<file path="src/rtl/mul_bus_slave.sv">
// -----------------------------------------------------------------------------
// mul_bus_slave
//   Register-mapped bus front end for the 64x64 multiplier core. It holds the
//   two operands, issues single-cycle start/clear pulses to the core, tracks
//   the busy/done state and captures the 128-bit product for readback.
//
//   Optional feature macro: MUL_IRQ_EN
//     defined   -> INTEN register at 0x38, irq = INTEN[0] & done (level)
//     undefined -> 0x38 reads 0, writes ignored, irq tied 0
//
// Ports
//   clk           system clock, rising edge
//   reset_n       synchronous active-low reset
//   s_sel/s_wr    bus access strobe / write select (one access per cycle)
//   s_addr        byte address, 8-byte aligned registers (addr[2:0] ignored)
//   s_wdata       write data
//   s_rdata       registered read data, 0 when no read
//   s_rvalid      read data valid, one cycle after the read access
//   multiplicand  operand A to core
//   multiplier    operand B to core
//   op_start      one-cycle start pulse to core
//   op_clear      one-cycle clear pulse to core
//   op_done       core completion flag
//   result        core product, valid while op_done=1
//   irq           interrupt request
//
// Register map
//   0x00 MULTIPLICAND rw   0x08 MULTIPLIER rw   0x10 OPSTART wo bit0
//   0x18 OPCLEAR wo bit0   0x20 STATUS ro {done,busy}
//   0x28 RESULT_H ro       0x30 RESULT_L ro     0x38 INTEN rw bit0
// -----------------------------------------------------------------------------
module mul_bus_slave #(
  parameter int AW = 8,
  parameter int DW = 64
) (
  input  logic          clk,
  input  logic          reset_n,
  input  logic          s_sel,
  input  logic          s_wr,
  input  logic [AW-1:0] s_addr,
  input  logic [DW-1:0] s_wdata,
  output logic [DW-1:0] s_rdata,
  output logic          s_rvalid,
  output logic [63:0]   multiplicand,
  output logic [63:0]   multiplier,
  output logic          op_start,
  output logic          op_clear,
  input  logic          op_done,
  input  logic [127:0]  result,
  output logic          irq
);

  typedef enum logic [1:0] {
    ST_IDLE = 2'd0,
    ST_EXEC = 2'd1,
    ST_DONE = 2'd2
  } state_t;

  localparam logic [2:0] IDX_MCAND  = 3'd0;
  localparam logic [2:0] IDX_MPLIER = 3'd1;
  localparam logic [2:0] IDX_START  = 3'd2;
  localparam logic [2:0] IDX_CLEAR  = 3'd3;
  localparam logic [2:0] IDX_STATUS = 3'd4;
  localparam logic [2:0] IDX_RES_H  = 3'd5;
  localparam logic [2:0] IDX_RES_L  = 3'd6;
  localparam logic [2:0] IDX_INTEN  = 3'd7;

  state_t         state_reg, state_next;
  logic [63:0]    multiplicand_reg, multiplier_reg;
  logic [127:0]   result_reg;
  logic           op_start_reg, op_start_next;
  logic           op_clear_reg, op_clear_next;
  logic           capture;
  logic [DW-1:0]  rdata_reg, rdata_next;
  logic           rvalid_reg;

  // Byte-lane offset bits carry no meaning for 8-byte registers.
  logic [2:0]     unused_addr_lsb;
  assign unused_addr_lsb = s_addr[2:0];

  // Only the first eight 8-byte slots are decoded; anything above is unmapped.
  logic           mapped;
  logic [2:0]     idx;
  logic           wr_acc, rd_acc;
  logic           start_wr, clear_wr;
  logic           busy, done;

  assign mapped   = (s_addr[AW-1:6] == '0);
  assign idx      = s_addr[5:3];
  assign wr_acc   = s_sel & s_wr & mapped;
  assign rd_acc   = s_sel & ~s_wr;
  assign start_wr = wr_acc & (idx == IDX_START) & s_wdata[0];
  assign clear_wr = wr_acc & (idx == IDX_CLEAR) & s_wdata[0];
  assign busy     = (state_reg == ST_EXEC);
  assign done     = (state_reg == ST_DONE);

`ifdef MUL_IRQ_EN
  logic inten_reg;
  always_ff @(posedge clk) begin
    if (!reset_n) begin
      inten_reg <= 1'b0;
    end else if (wr_acc && idx == IDX_INTEN) begin
      inten_reg <= s_wdata[0];
    end
  end
  // Leaving DONE (OPCLEAR/OPSTART) drops the level automatically.
  assign irq = inten_reg & done;
`else
  assign irq = 1'b0;
`endif

  // Next-state logic. A clear always beats a same-cycle op_done so an aborted
  // operation never lands a stale product in the result registers.
  always_comb begin
    state_next    = state_reg;
    op_start_next = 1'b0;
    op_clear_next = 1'b0;
    capture       = 1'b0;
    case (state_reg)
      ST_IDLE: begin
        if (start_wr) begin
          state_next    = ST_EXEC;
          op_start_next = 1'b1;
        end
      end
      ST_EXEC: begin
        if (clear_wr) begin
          state_next    = ST_IDLE;
          op_clear_next = 1'b1;
        end else if (op_done) begin
          state_next = ST_DONE;
          capture    = 1'b1;
        end
      end
      ST_DONE: begin
        if (clear_wr) begin
          state_next    = ST_IDLE;
          op_clear_next = 1'b1;
        end else if (start_wr) begin
          state_next    = ST_EXEC;
          op_start_next = 1'b1;
        end
      end
      default: state_next = ST_IDLE;
    endcase
  end

  always_ff @(posedge clk) begin
    if (!reset_n) begin
      state_reg    <= ST_IDLE;
      op_start_reg <= 1'b0;
      op_clear_reg <= 1'b0;
      result_reg   <= '0;
    end else begin
      state_reg    <= state_next;
      op_start_reg <= op_start_next;
      op_clear_reg <= op_clear_next;
      if (capture) begin
        result_reg <= result;
      end
    end
  end

  // Operands are frozen while the core is executing.
  always_ff @(posedge clk) begin
    if (!reset_n) begin
      multiplicand_reg <= '0;
      multiplier_reg   <= '0;
    end else if (wr_acc && !busy) begin
      if (idx == IDX_MCAND) begin
        multiplicand_reg <= s_wdata;
      end
      if (idx == IDX_MPLIER) begin
        multiplier_reg <= s_wdata;
      end
    end
  end

  // Read mux; write-only and unmapped slots return zero.
  always_comb begin
    rdata_next = '0;
    if (rd_acc && mapped) begin
      case (idx)
        IDX_MCAND:  rdata_next = multiplicand_reg;
        IDX_MPLIER: rdata_next = multiplier_reg;
        IDX_STATUS: rdata_next = {62'b0, done, busy};
        IDX_RES_H:  rdata_next = result_reg[127:64];
        IDX_RES_L:  rdata_next = result_reg[63:0];
`ifdef MUL_IRQ_EN
        IDX_INTEN:  rdata_next = {63'b0, inten_reg};
`endif
        default:    rdata_next = '0;
      endcase
    end
  end

  always_ff @(posedge clk) begin
    if (!reset_n) begin
      rdata_reg  <= '0;
      rvalid_reg <= 1'b0;
    end else begin
      rdata_reg  <= rdata_next;
      rvalid_reg <= rd_acc;
    end
  end

  assign s_rdata      = rdata_reg;
  assign s_rvalid     = rvalid_reg;
  assign multiplicand = multiplicand_reg;
  assign multiplier   = multiplier_reg;
  assign op_start     = op_start_reg;
  assign op_clear     = op_clear_reg;

endmodule

</file>
<file path="config.mk">
export PLATFORM = sky130hd
export DESIGN_NAME = mul_bus_slave
export DESIGN_NICKNAME = d
export VERILOG_FILES = /design/src/rtl/mul_bus_slave.sv
export SDC_FILE = /design/constraint.sdc
export NUM_CORES = 1
export LEC_CHECK = 0
export ABC_AREA = 0
export ABC_CLOCK_PERIOD_IN_PS = 4000
export BUFFER_PORTS_ARGS = -buffer_cell sky130_fd_sc_hd__buf_2
export CAP_MARGIN = 5
export CORE_UTILIZATION = 29
export CTS_BUF_LIST = sky130_fd_sc_hd__clkbuf_2
export CTS_CLUSTER_SIZE = 16
export DETAILED_ROUTE_END_ITERATION = 8
export GPL_TIMING_DRIVEN = 0
export PLACE_DENSITY = 0.57
export SLEW_MARGIN = 20
export SYNTH_ARGS = -nofsm -noshare
export SYNTH_HDL_FRONTEND = slang
export SYNTH_SLANG_ARGS = --single-unit
</file>
<file path="constraint.sdc">
create_clock -name clk -period 4 [get_ports clk]
set_clock_uncertainty 0.15 [all_clocks]
set_input_delay 0.2 -clock clk [delete_from_list [all_inputs] [get_ports clk]]
set_output_delay 0.2 -clock clk [all_outputs]
set_load 0.03 [all_outputs]
</file>
==> flow_metrics.env, run 1 <==
export IMPL_max_clock_path_buffers=3
export IMPL_gp_congestion=0.857
export IMPL_avgSynthCellArea_um2=8.71
export IMPL_cts_resized=0
export IMPL_error_line="[ERROR RSZ-0060] Max buffer count reached."
export IMPL_lastStage="clock tree synthesis"
export IMPL_synth_compound_area_share_pct=26.0
export IMPL_ys_types=36
export IMPL_cts_root_buf="clkbuf_2"
export IMPL_cts_buffers=89
export IMPL_muxShareOfSynthArea_pct=0.178
export IMPL_rows=76
export IMPL_synth_xor_area_share_pct=0
export IMPL_die_w_um=211
export IMPL_synthSimpleGateAreaFrac_pct=16.9
export IMPL_ctsHoldBuffers=520
export IMPL_synth_nets=1665
export IMPL_cts_sinks=325
export IMPL_dp_hpwl_mm=34.9
export IMPL_synth_area_um2=12700
export IMPL_htree_num_levels=3
export IMPL_ys_ff_latch=325
export IMPL_postSynthCellCount=1456
export IMPL_post_cts_buffers=0
export IMPL_ys_seq_area_share_pct=51.3
export IMPL_yosys_warnings=0
export IMPL_start_util_pct=29.4
export IMPL_yosys_area_share_adder_pct=0.395
export IMPL_die_h_um=211
export IMPL_io_buffers=395
export IMPL_synth_top_family_by_area="compound AO/OA/AOI/OAI gates"
export IMPL_ios=401
export IMPL_status="stopped before the end"
-- logic make-up after synthesis --
kind of cell | Yosys count
AOI/OAI and AO/OA | 460
and+or+nand+nor | 539
buffers and inverters | 125
other | 1
adders and majority gates | 4
muxes | 2
DFF | 325
-- through the flow --
step | hold WS [ns] | cell area, µm² | setup WS, ns | cells | util (%)
2_1_floorplan | 0.185 | 12700 | 2.37 | 1456 | -
3_3_place_gp | 0.291 | 15400 | 1.36 | 2436 | 35.7
3_5_place_dp | 0.295 | 15400 | 1.33 | 2436 | 35.7
-- cells in the mapped netlist --
library cell,number,area [µm²]
a21boi_0,37,278
a21boi_1,220,1650
a21o_2,1,8.76
a21oi_1,65,325
a21oi_2,1,8.76
a22oi_1,128,961
a32oi_1,1,8.76
a41oi_1,2,17.5
and3_1,1,6.26
and3b_1,1,8.76
and4_1,1,8.76
and4b_1,2,20.0
buf_2,41,205
buf_4,11,82.6
buf_6,14,158
clkbuf_1,54,203
conb_1,1,3.75
dfxtp_1,325,6510
ha_1,4,50.1
inv_1,3,11.3
inv_2,2,7.51
mux2_2,2,22.5
nand2_1,514,1930
nand2b_1,1,6.26
nand3b_1,3,22.5
nand4bb_1,1,11.3
nor2_1,2,7.51
nor2b_1,6,37.5
nor3_2,2,20.0
nor3_4,1,16.3
nor3b_1,1,7.51
nor3b_2,2,25.0
nor4bb_1,1,10.0
o211ai_2,1,12.5
o21ai_0,2,10.0
o22ai_1,2,12.5
==> inputs of run 2 (changes only) <==
--- a/config.mk
+++ b/config.mk
@@ -9,12 +9,10 @@
 export ABC_CLOCK_PERIOD_IN_PS = 4000
 export BUFFER_PORTS_ARGS = -buffer_cell sky130_fd_sc_hd__buf_2
 export CAP_MARGIN = 5
-export CORE_UTILIZATION = 29
-export CTS_BUF_LIST = sky130_fd_sc_hd__clkbuf_2
-export CTS_CLUSTER_SIZE = 16
+export CORE_UTILIZATION = 20
 export DETAILED_ROUTE_END_ITERATION = 8
 export GPL_TIMING_DRIVEN = 0
-export PLACE_DENSITY = 0.57
+export PLACE_DENSITY_LB_ADDON = 0.15
 export SLEW_MARGIN = 20
 export SYNTH_ARGS = -nofsm -noshare
 export SYNTH_HDL_FRONTEND = slang
==> flow_metrics.env, run 2 <==
export IMPL_status="finished clean"
export IMPL_routed_wl_mm=56.7
export IMPL_fin_crit_ns=2.51
export IMPL_htree_num_levels=2
export IMPL_syn_to_final_growth_pct=50.4
export IMPL_ys_top_cells_by_count="nand2_1, dfxtp_1, a21boi_1"
export IMPL_synth_edff_count=0
export IMPL_post_cts_buffers=0
export IMPL_drtIter0Drc=691
export IMPL_end_kind="flop"
export IMPL_cts_resized=0
export IMPL_timing_fmax_mhz=399
export IMPL_postSynth_asyncResetShare_pct=0
export IMPL_instances_no_fill=2962
export IMPL_startpoint_type="flop"
export IMPL_num_nets_final=2299
export IMPL_maxCapViolCount=0
export IMPL_clk_latency_ns=0.57
export IMPL_drive_gt1_share_pct=25.4
export IMPL_die_h_um=254
export IMPL_fin_util_pct=30.7
export IMPL_rows=91
export IMPL_grt_pass1_vias=13100
export IMPL_vias=12700
export IMPL_min_path_type="in -> reg"
export IMPL_dp_slack_ns=1.18
export IMPL_place_inst=2688
export IMPL_io_buffers=395
export IMPL_coreArea_um2=62200
export IMPL_yosys_area_top_type="dfxtp_1"
export IMPL_powerDensity_nw_per_um2=398
export IMPL_finalWorstSetupSlack_ns=1.49
export IMPL_drc=0
export IMPL_ir_drop_v=0.000270
export IMPL_final_common_cell="nand2_1"
export IMPL_fin_tns_setup_ns=0
export IMPL_yosysMostFrequentCell="nand2_1"
export IMPL_dieArea_um2=64400
export IMPL_hold_viol_final=0
export IMPL_ys_flop_type="dfxtp_1"
export IMPL_yosys_top_cells_area="dfxtp_1, nand2_1, a21boi_1, a22oi_1, a21oi_1"
export IMPL_power_leakage_nw=7.41
export IMPL_synth_top_area_share_pct=51.3
export IMPL_final_cell_mix="nand2_1, buf_2, dfxtp_1"
export IMPL_cts_tree="done"
export IMPL_cts_sinks=325
export IMPL_cp_required_ns=4.32
export IMPL_cts_buffers=42
export IMPL_gp_congestion=0.791
export IMPL_die_w_um=254
export IMPL_start_util_pct=20.4
export IMPL_ys_ff_latch=325
export IMPL_fill_cells=6735
export IMPL_overflow=0
export IMPL_avgSynthCellArea_um2=8.71
export IMPL_avgRoutedWirePerCell_um=19.1
export IMPL_cts_root_buf="clkbuf_16"
export IMPL_first_pass_iters=5
export IMPL_finalCritPeriodShare_pct=62.7
export IMPL_antenna_found_initial=12
export IMPL_tightest_slew_ns=1.12
export IMPL_vias_per_cell=4.30
export IMPL_setup_worst_path_class="reg -> reg"
export IMPL_ctsHoldBuffers=195
export IMPL_grt_use_total_pct=17.3
export IMPL_ios=401
export IMPL_slew_viol_final=0
export IMPL_arrival_ns=2.83
export IMPL_postSynthCellCount=1456
export IMPL_yosys_warnings=0
export IMPL_seqCellArea_um2=6510
export IMPL_grt_first_pass_wirelength_mm=82.9
export IMPL_synth_area_um2=12700
export IMPL_finalSetupViolations=0
export IMPL_drt_antenna_violating_nets=0
export IMPL_synth_nets=1665
export IMPL_grt_max_degree=13
export IMPL_path_max_fanout=10
export IMPL_max_clock_path_buffers=3
export IMPL_dp_hpwl_mm=40.8
export IMPL_ys_seq_area_share_pct=51.3
export IMPL_ys_types=36
export IMPL_slew_headroom_pct=25.1
export IMPL_multi_input_area_um2=5520
export IMPL_cts_clk_slew_worst_paths_ns=0.06
export IMPL_largest_reg_flops=128
export IMPL_rsz0062_at_grt="false"
export IMPL_power_w=0.00760
==> run 2: cell counts after synthesis <==
Identical to the previous run, type by type.
==> run 2: metrics by stage <==
step,cell area (µm²),hold WS (ns)
after CTS,19100,0.00613
after detailed placement,15700,0.295
after global placement,15700,0.291
after floorplan,12700,0.185
after global routing,19100,0.0482
final,19100,0.0181
==> run 2: kinds of logic after synthesis <==
kind of cell    Yosys count  synth area share, %
fa+ha+maj                 4                0.395
flops                   325                 51.3
compound gates          460                 26.0
other cells               1               0.0296
simple gates            539                 16.9
mux                       2                0.178
buf+inv                 125                 5.26
==> run 2: power by group <==
part	internal (W)	switching, W	total (W)
Combinational	0.000261	0.000232	0.000493
Clock	0.00232	0.00154	0.00386
Sequential	0.00324	0.00000543	0.00325
==> run 2: worst max-delay path, stage by stage, from the launching register on <==
cell	delay [ns]
dfxtp_1	0.40
ha_1	0.34
nand3b_1	0.15
buf_2	0.39
clkbuf_1	0.68
nand2_1	0.12
a21boi_1	0.18
==> run 2: final timing paths <==
path                                startpoint                             to  slack (ns)  cells after the start
setup / recovery     state_reg[0]$_SDFFE_PN0P_  multiplicand[27]$_SDFFE_PN0P_        1.49                      6
hold / removal                         reset_n    result_reg[94]$_SDFFE_PN0P_        0.02                      2
setup reg to reg     state_reg[0]$_SDFFE_PN0P_  multiplicand[27]$_SDFFE_PN0P_        1.49                      6
hold reg to reg   result_reg[101]$_SDFFE_PN0P_   result_reg[101]$_SDFFE_PN0P_        0.30                      2
==> run 2: final cells by class <==
class / instances / share of cell area [%]
Antenna cell: 6 / 0.0787
Buffer: 120 / 3.40
Clock buffer: 60 / 6.39
Clock inverter: 13 / 0.892
Inverter: 5 / 0.0984
Multi-Input combinational cell: 1006 / 28.9
Sequential cell: 325 / 34.1
Tap cell: 837 / 5.49
Timing Repair Buffer: 590 / 20.6
==> run 2: per-layer routing <==
metal / share of wire [%] / vias up / global-route usage [%]
li1: - / 6211 / -
met5: 0.13 / - / 0
met4: 2.5 / 12 / 5.56
met3: 4.9 / 93 / 3.38
met1: 45 / 6108 / 22.4
met2: 47 / 318 / 28.6
No activity file was read; power rests on OpenSTA's default activity.
==> inputs of run 3 (changes only) <==
--- a/config.mk
+++ b/config.mk
@@ -6,7 +6,7 @@
 export NUM_CORES = 1
 export LEC_CHECK = 0
 export ABC_AREA = 0
-export ABC_CLOCK_PERIOD_IN_PS = 4000
+export ABC_CLOCK_PERIOD_IN_PS = 2070
 export BUFFER_PORTS_ARGS = -buffer_cell sky130_fd_sc_hd__buf_2
 export CAP_MARGIN = 5
 export CORE_UTILIZATION = 20
==> constraint.sdc (replaced) <==
create_clock -name clk -period 2.07 [get_ports clk]
set_clock_uncertainty 0.15 [all_clocks]
set_input_delay 0.1035 -clock clk [delete_from_list [all_inputs] [get_ports clk]]
set_output_delay 0.1035 -clock clk [all_outputs]
set_load 0.03 [all_outputs]
==> flow_metrics.env, run 3 (synthesized netlist as in run 2, its figures left out) <==
export IMPL_dp_hpwl_mm=40.8
export IMPL_grt_first_pass_wirelength_mm=83.1
export IMPL_cts_tree="done"
export IMPL_first_pass_iters=5
export IMPL_crit_path_max_incr_delay_ns=0.35
export IMPL_grt_use_total_pct=17.3
export IMPL_timing_fmax_mhz=519
export IMPL_die_w_um=254
export IMPL_status="finished clean"
export IMPL_path_max_fanout=11
export IMPL_min_path_type="in -> reg"
export IMPL_final_common_cell="nand2_1"
export IMPL_routed_wl_mm=57.1
export IMPL_num_nets_final=2307
export IMPL_drive_gt1_share_pct=25.8
export IMPL_critPathMostFrequentCell="nand2_1"
export IMPL_drtIter0Drc=729
export IMPL_hold_worst_slack_ns=0.0753
export IMPL_maxCapViolCount=0
export IMPL_slowest_stage="dfxtp_1"
export IMPL_path_cells="inv_1, ha_4, nand2_1, a21oi_4, buf_8, buf_2, nand2_1, a21boi_1"
export IMPL_slew_headroom_pct=26.1
export IMPL_post_cts_buffers=0
export IMPL_fin_crit_ns=1.93
export IMPL_clk_latency_ns=0.57
export IMPL_cts_root_buf="clkbuf_16"
export IMPL_rows=91
export IMPL_final_cell_mix="nand2_1, buf_2, dfxtp_1"
export IMPL_end_kind="flop"
export IMPL_instances_no_fill=2972
export IMPL_place_inst=2688
export IMPL_slew_viol_final=0
export IMPL_cp_required_ns=2.41
export IMPL_finalCritPeriodShare_pct=93.0
export IMPL_grt_pass1_vias=13100
export IMPL_max_clock_path_buffers=3
export IMPL_r2r_cells=8
export IMPL_antenna_found_initial=12
export IMPL_arrival_ns=2.26
export IMPL_cts_sinks=325
export IMPL_htree_num_levels=2
export IMPL_die_h_um=254
export IMPL_dieArea_um2=64400
export IMPL_setup_worst_path_class="reg -> reg"
export IMPL_vias=12800
export IMPL_largest_reg_flops=128
export IMPL_cts_buffers=42
export IMPL_syn_to_final_growth_pct=51.7
export IMPL_avgRoutedWirePerCell_um=19.2
export IMPL_drc=0
export IMPL_ir_drop_v=0.000521
export IMPL_gp_congestion=0.791
export IMPL_drt_antenna_violating_nets=0
export IMPL_vias_per_cell=4.29
export IMPL_power_leakage_nw=7.47
export IMPL_finalSetupViolations=0
export IMPL_cts_clk_slew_worst_paths_ns=0.06
export IMPL_hold_viol_final=0
export IMPL_fill_cells=6726
export IMPL_ios=401
export IMPL_fin_util_pct=31.0
export IMPL_powerDensity_nw_per_um2=764
export IMPL_overflow=0
export IMPL_whs_path_depth=2
export IMPL_start_util_pct=20.4
export IMPL_tightest_slew_ns=1.11
export IMPL_startpoint_type="flop"
export IMPL_grt_max_degree=20
export IMPL_io_buffers=395
export IMPL_coreArea_um2=62200
[run 3: layout make-up]
cell class              count  area, µm²  share of cell area (%)
plain buffers             119        697                    3.62
clock buffers              60       1220                    6.33
flip-flops and latches    325       6510                    33.8
diodes                      8       20.0                   0.104
repair buffers            599       4020                    20.9
clock inverters            13        170                   0.884
inverters                   5       18.8                  0.0975
well taps                 837       1050                    5.44
multi-input cells        1006       5550                    28.8
[run 3: critical path: cells and delay by family, from the launching register on]
kind            cells  cell delay (ns)
compound gates      2             0.33
fa+ha+maj           1             0.19
buf+inv             3             0.62
flops               1             0.35
simple gates        2             0.21
[run 3: report_power, final]
| part | internal, W | switching, W |
|---|---|---|
| clock network | 0.00447 | 0.00298 |
| logic | 0.000515 | 0.000453 |
| registers | 0.00627 | 0.0000106 |
[run 3: final timing paths]
kind | slack, ns | from | end
setup / recovery | 0.14 | state_reg[1]$_SDFFE_PN0P_ | result_reg[111]$_SDFFE_PN0P_
hold / removal | 0.08 | reset_n | s_rvalid$_SDFF_PN0_
setup reg to reg | 0.14 | state_reg[1]$_SDFFE_PN0P_ | result_reg[111]$_SDFFE_PN0P_
hold reg to reg | 0.30 | result_reg[101]$_SDFFE_PN0P_ | result_reg[101]$_SDFFE_PN0P_
[run 3: metal layers]
layer / track usage (%) / share of wire (%)
met1: 22.5 / 45
met2: 28.8 / 47
met3: 3.25 / 4.9
met4: 5.56 / 2.5
met5: 0 / 0.11
[run 3: repair_timing]
action                                 4_1_cts  5_1_grt
setup endpoints to repair                  220      162
endpoints found under the hold margin      264        0
resized for setup                           18       20
hold buffers                               203        0
cloned                                       0        1
[run 3: through the flow]
stage / area (µm²) / setup slack (ns) / power (W) / setup TNS [ns]
final: 19200 / 0.145 / 0.0147 / 0
after global routing: 19200 / -0.00000333 / 0.0153 / -0.00000333
after CTS: 19200 / 0.00937 / 0.0150 / 0
after detailed placement: 15700 / -0.657 / 0.00708 / -112.74
after global placement: 15700 / -0.622 / 0.00708 / -115.55
after floorplan: 12700 / 0.445 / 0.00667 / 0
==> inputs of run 4 (changes only) <==
--- a/config.mk
+++ b/config.mk
@@ -12,7 +12,7 @@
 export CORE_UTILIZATION = 20
 export DETAILED_ROUTE_END_ITERATION = 8
 export GPL_TIMING_DRIVEN = 0
-export PLACE_DENSITY_LB_ADDON = 0.15
+export PLACE_DENSITY_LB_ADDON = 0.25
 export SLEW_MARGIN = 20
 export SYNTH_ARGS = -nofsm -noshare
 export SYNTH_HDL_FRONTEND = slang
==> flow_metrics.env, run 4 (synthesized netlist as in run 2, its figures left out) <==
export IMPL_syn_to_final_growth_pct=52.5
export IMPL_cts_clk_slew_worst_paths_ns=0.06
export IMPL_min_path_type="in -> reg"
export IMPL_power_leakage_nw=7.51
export IMPL_finalSetupViolations=0
export IMPL_antenna_found_initial=5
export IMPL_gp_congestion=0.806
export IMPL_slowest_stage="dlygate4sd3_1"
export IMPL_drc=0
export IMPL_setup_worst_path_class="reg -> reg"
export IMPL_rsz0062_at_grt="true"
export IMPL_routed_wl_mm=54.8
export IMPL_avgRoutedWirePerCell_um=18.5
export IMPL_hold_worst_slack_ns=0.0734
export IMPL_die_h_um=254
export IMPL_maxCapViolCount=0
export IMPL_largest_reg_flops=128
export IMPL_num_nets_final=2306
export IMPL_tightest_slew_ns=0.989
export IMPL_dp_hpwl_mm=39.4
export IMPL_ir_drop_v=0.000491
export IMPL_timing_fmax_mhz=510
export IMPL_crit_path_max_incr_delay_ns=0.55
export IMPL_hold_viol_final=0
export IMPL_ios=401
export IMPL_dieArea_um2=64400
export IMPL_grt_use_total_pct=16.5
export IMPL_dpl_cell_area_um2=15700
export IMPL_end_kind="flop"
export IMPL_cp_required_ns=2.34
export IMPL_slew_headroom_pct=33.7
export IMPL_status="finished clean"
export IMPL_grt_max_degree=13
export IMPL_finalWorstSetupSlack_ns=0.107
export IMPL_cts_buffers=40
export IMPL_arrival_ns=2.23
export IMPL_drt_antenna_violating_nets=0
export IMPL_cts_tree="done"
export IMPL_fin_crit_ns=1.96
export IMPL_start_util_pct=20.4
export IMPL_vias_per_cell=4.32
export IMPL_drtIter0Drc=718
export IMPL_startpoint_type="flop"
export IMPL_path_max_fanout=4
export IMPL_clk_latency_ns=0.56
export IMPL_coreArea_um2=62200
export IMPL_die_w_um=254
export IMPL_grt_first_pass_wirelength_mm=79.3
export IMPL_slew_viol_final=0
export IMPL_htree_num_levels=2
export IMPL_dp_slack_ns=-0.747
export IMPL_grt_pass1_vias=12800
export IMPL_path_cells="inv_1, ha_1, a22oi_1, o22ai_1, dlygate4sd3_1, nor2b_1"
export IMPL_cts_root_buf="clkbuf_16"
export IMPL_drive_gt1_share_pct=25.9
export IMPL_vias=12800
export IMPL_max_clock_path_buffers=3
export IMPL_first_pass_iters=5
export IMPL_final_cell_mix="nand2_1, buf_2, dfxtp_1"
export IMPL_io_buffers=395
export IMPL_overflow=0
export IMPL_fin_area_um2=19300
export IMPL_powerDensity_nw_per_um2=778
export IMPL_rows=91
export IMPL_finalCritPeriodShare_pct=94.8
export IMPL_cts_sinks=325
export IMPL_final_common_cell="nand2_1"
run 4: final timing paths:
path	startpoint	end	slack [ns]	cells past startpoint
worst min-delay path	s_addr[5]	state_reg[1]$_SDFFE_PN0P_	0.07	5
worst min register to register	result_reg[120]$_SDFFE_PN0P_	result_reg[120]$_SDFFE_PN0P_	0.30	2
worst max-delay path	state_reg[0]$_SDFFE_PN0P_	s_rdata[1]$_SDFF_PN0_	0.11	6
worst max register to register	state_reg[0]$_SDFFE_PN0P_	s_rdata[1]$_SDFF_PN0_	0.11	6
run 4: timing repair:
action                                 in CTS  in global routing
setup endpoints to repair                 221                207
setup buffers                               0                  1
hold buffers                              203                  0
endpoints found under the hold margin     265                  0
gates cloned                                0                  1
pin swaps                                   0                  0
gates resized for setup                    17                 18
run 4: critical path, delay by kind of cell (launching register included):
family	cells	cell delay, ns
compound gates	2	0.30
simple gates	1	0.13
flops	1	0.39
buf+inv	2	0.63
fa+ha+maj	1	0.23
run 4: metal layers:
layer,global-route usage (%),part of all wire (%),wire (µm)
met2,28.5,49,26600
met1,20.5,44,24000
met4,5.01,2.5,1370
met5,0,0.071,39
met3,3.31,5.1,2810
run 4: power breakdown:
part | switching (W) | internal [W]
Combinational | 0.000440 | 0.000514
Clock | 0.00291 | 0.00490
Sequential | 0.0000107 | 0.00627
run 4: cell type report:
class	count	area (µm²)
fill	6624	42800
sequential	325	6510
multi-input combinational	1006	5540
timing repair buffer	600	4050
clock buffer	61	1250
tap	837	1050
buffer	119	702
clock inverter	10	206
inverter	5	18.8
antenna	1	2.50
run 4: per-stage QoR:
step | setup TNS, ns | cells | utilization (%) | power (W)
2_1_floorplan | 0 | 1456 | - | 0.00667
5_1_grt | -0.00625 | 2964 | 31.1 | 0.0156
3_5_place_dp | -116.42 | 2688 | 25.3 | 0.00706
3_3_place_gp | -120.49 | 2688 | 25.3 | 0.00706
4_1_cts | -0.0241 | 2962 | 31.0 | 0.0153
6_report | 0 | 2964 | 31.1 | 0.0150
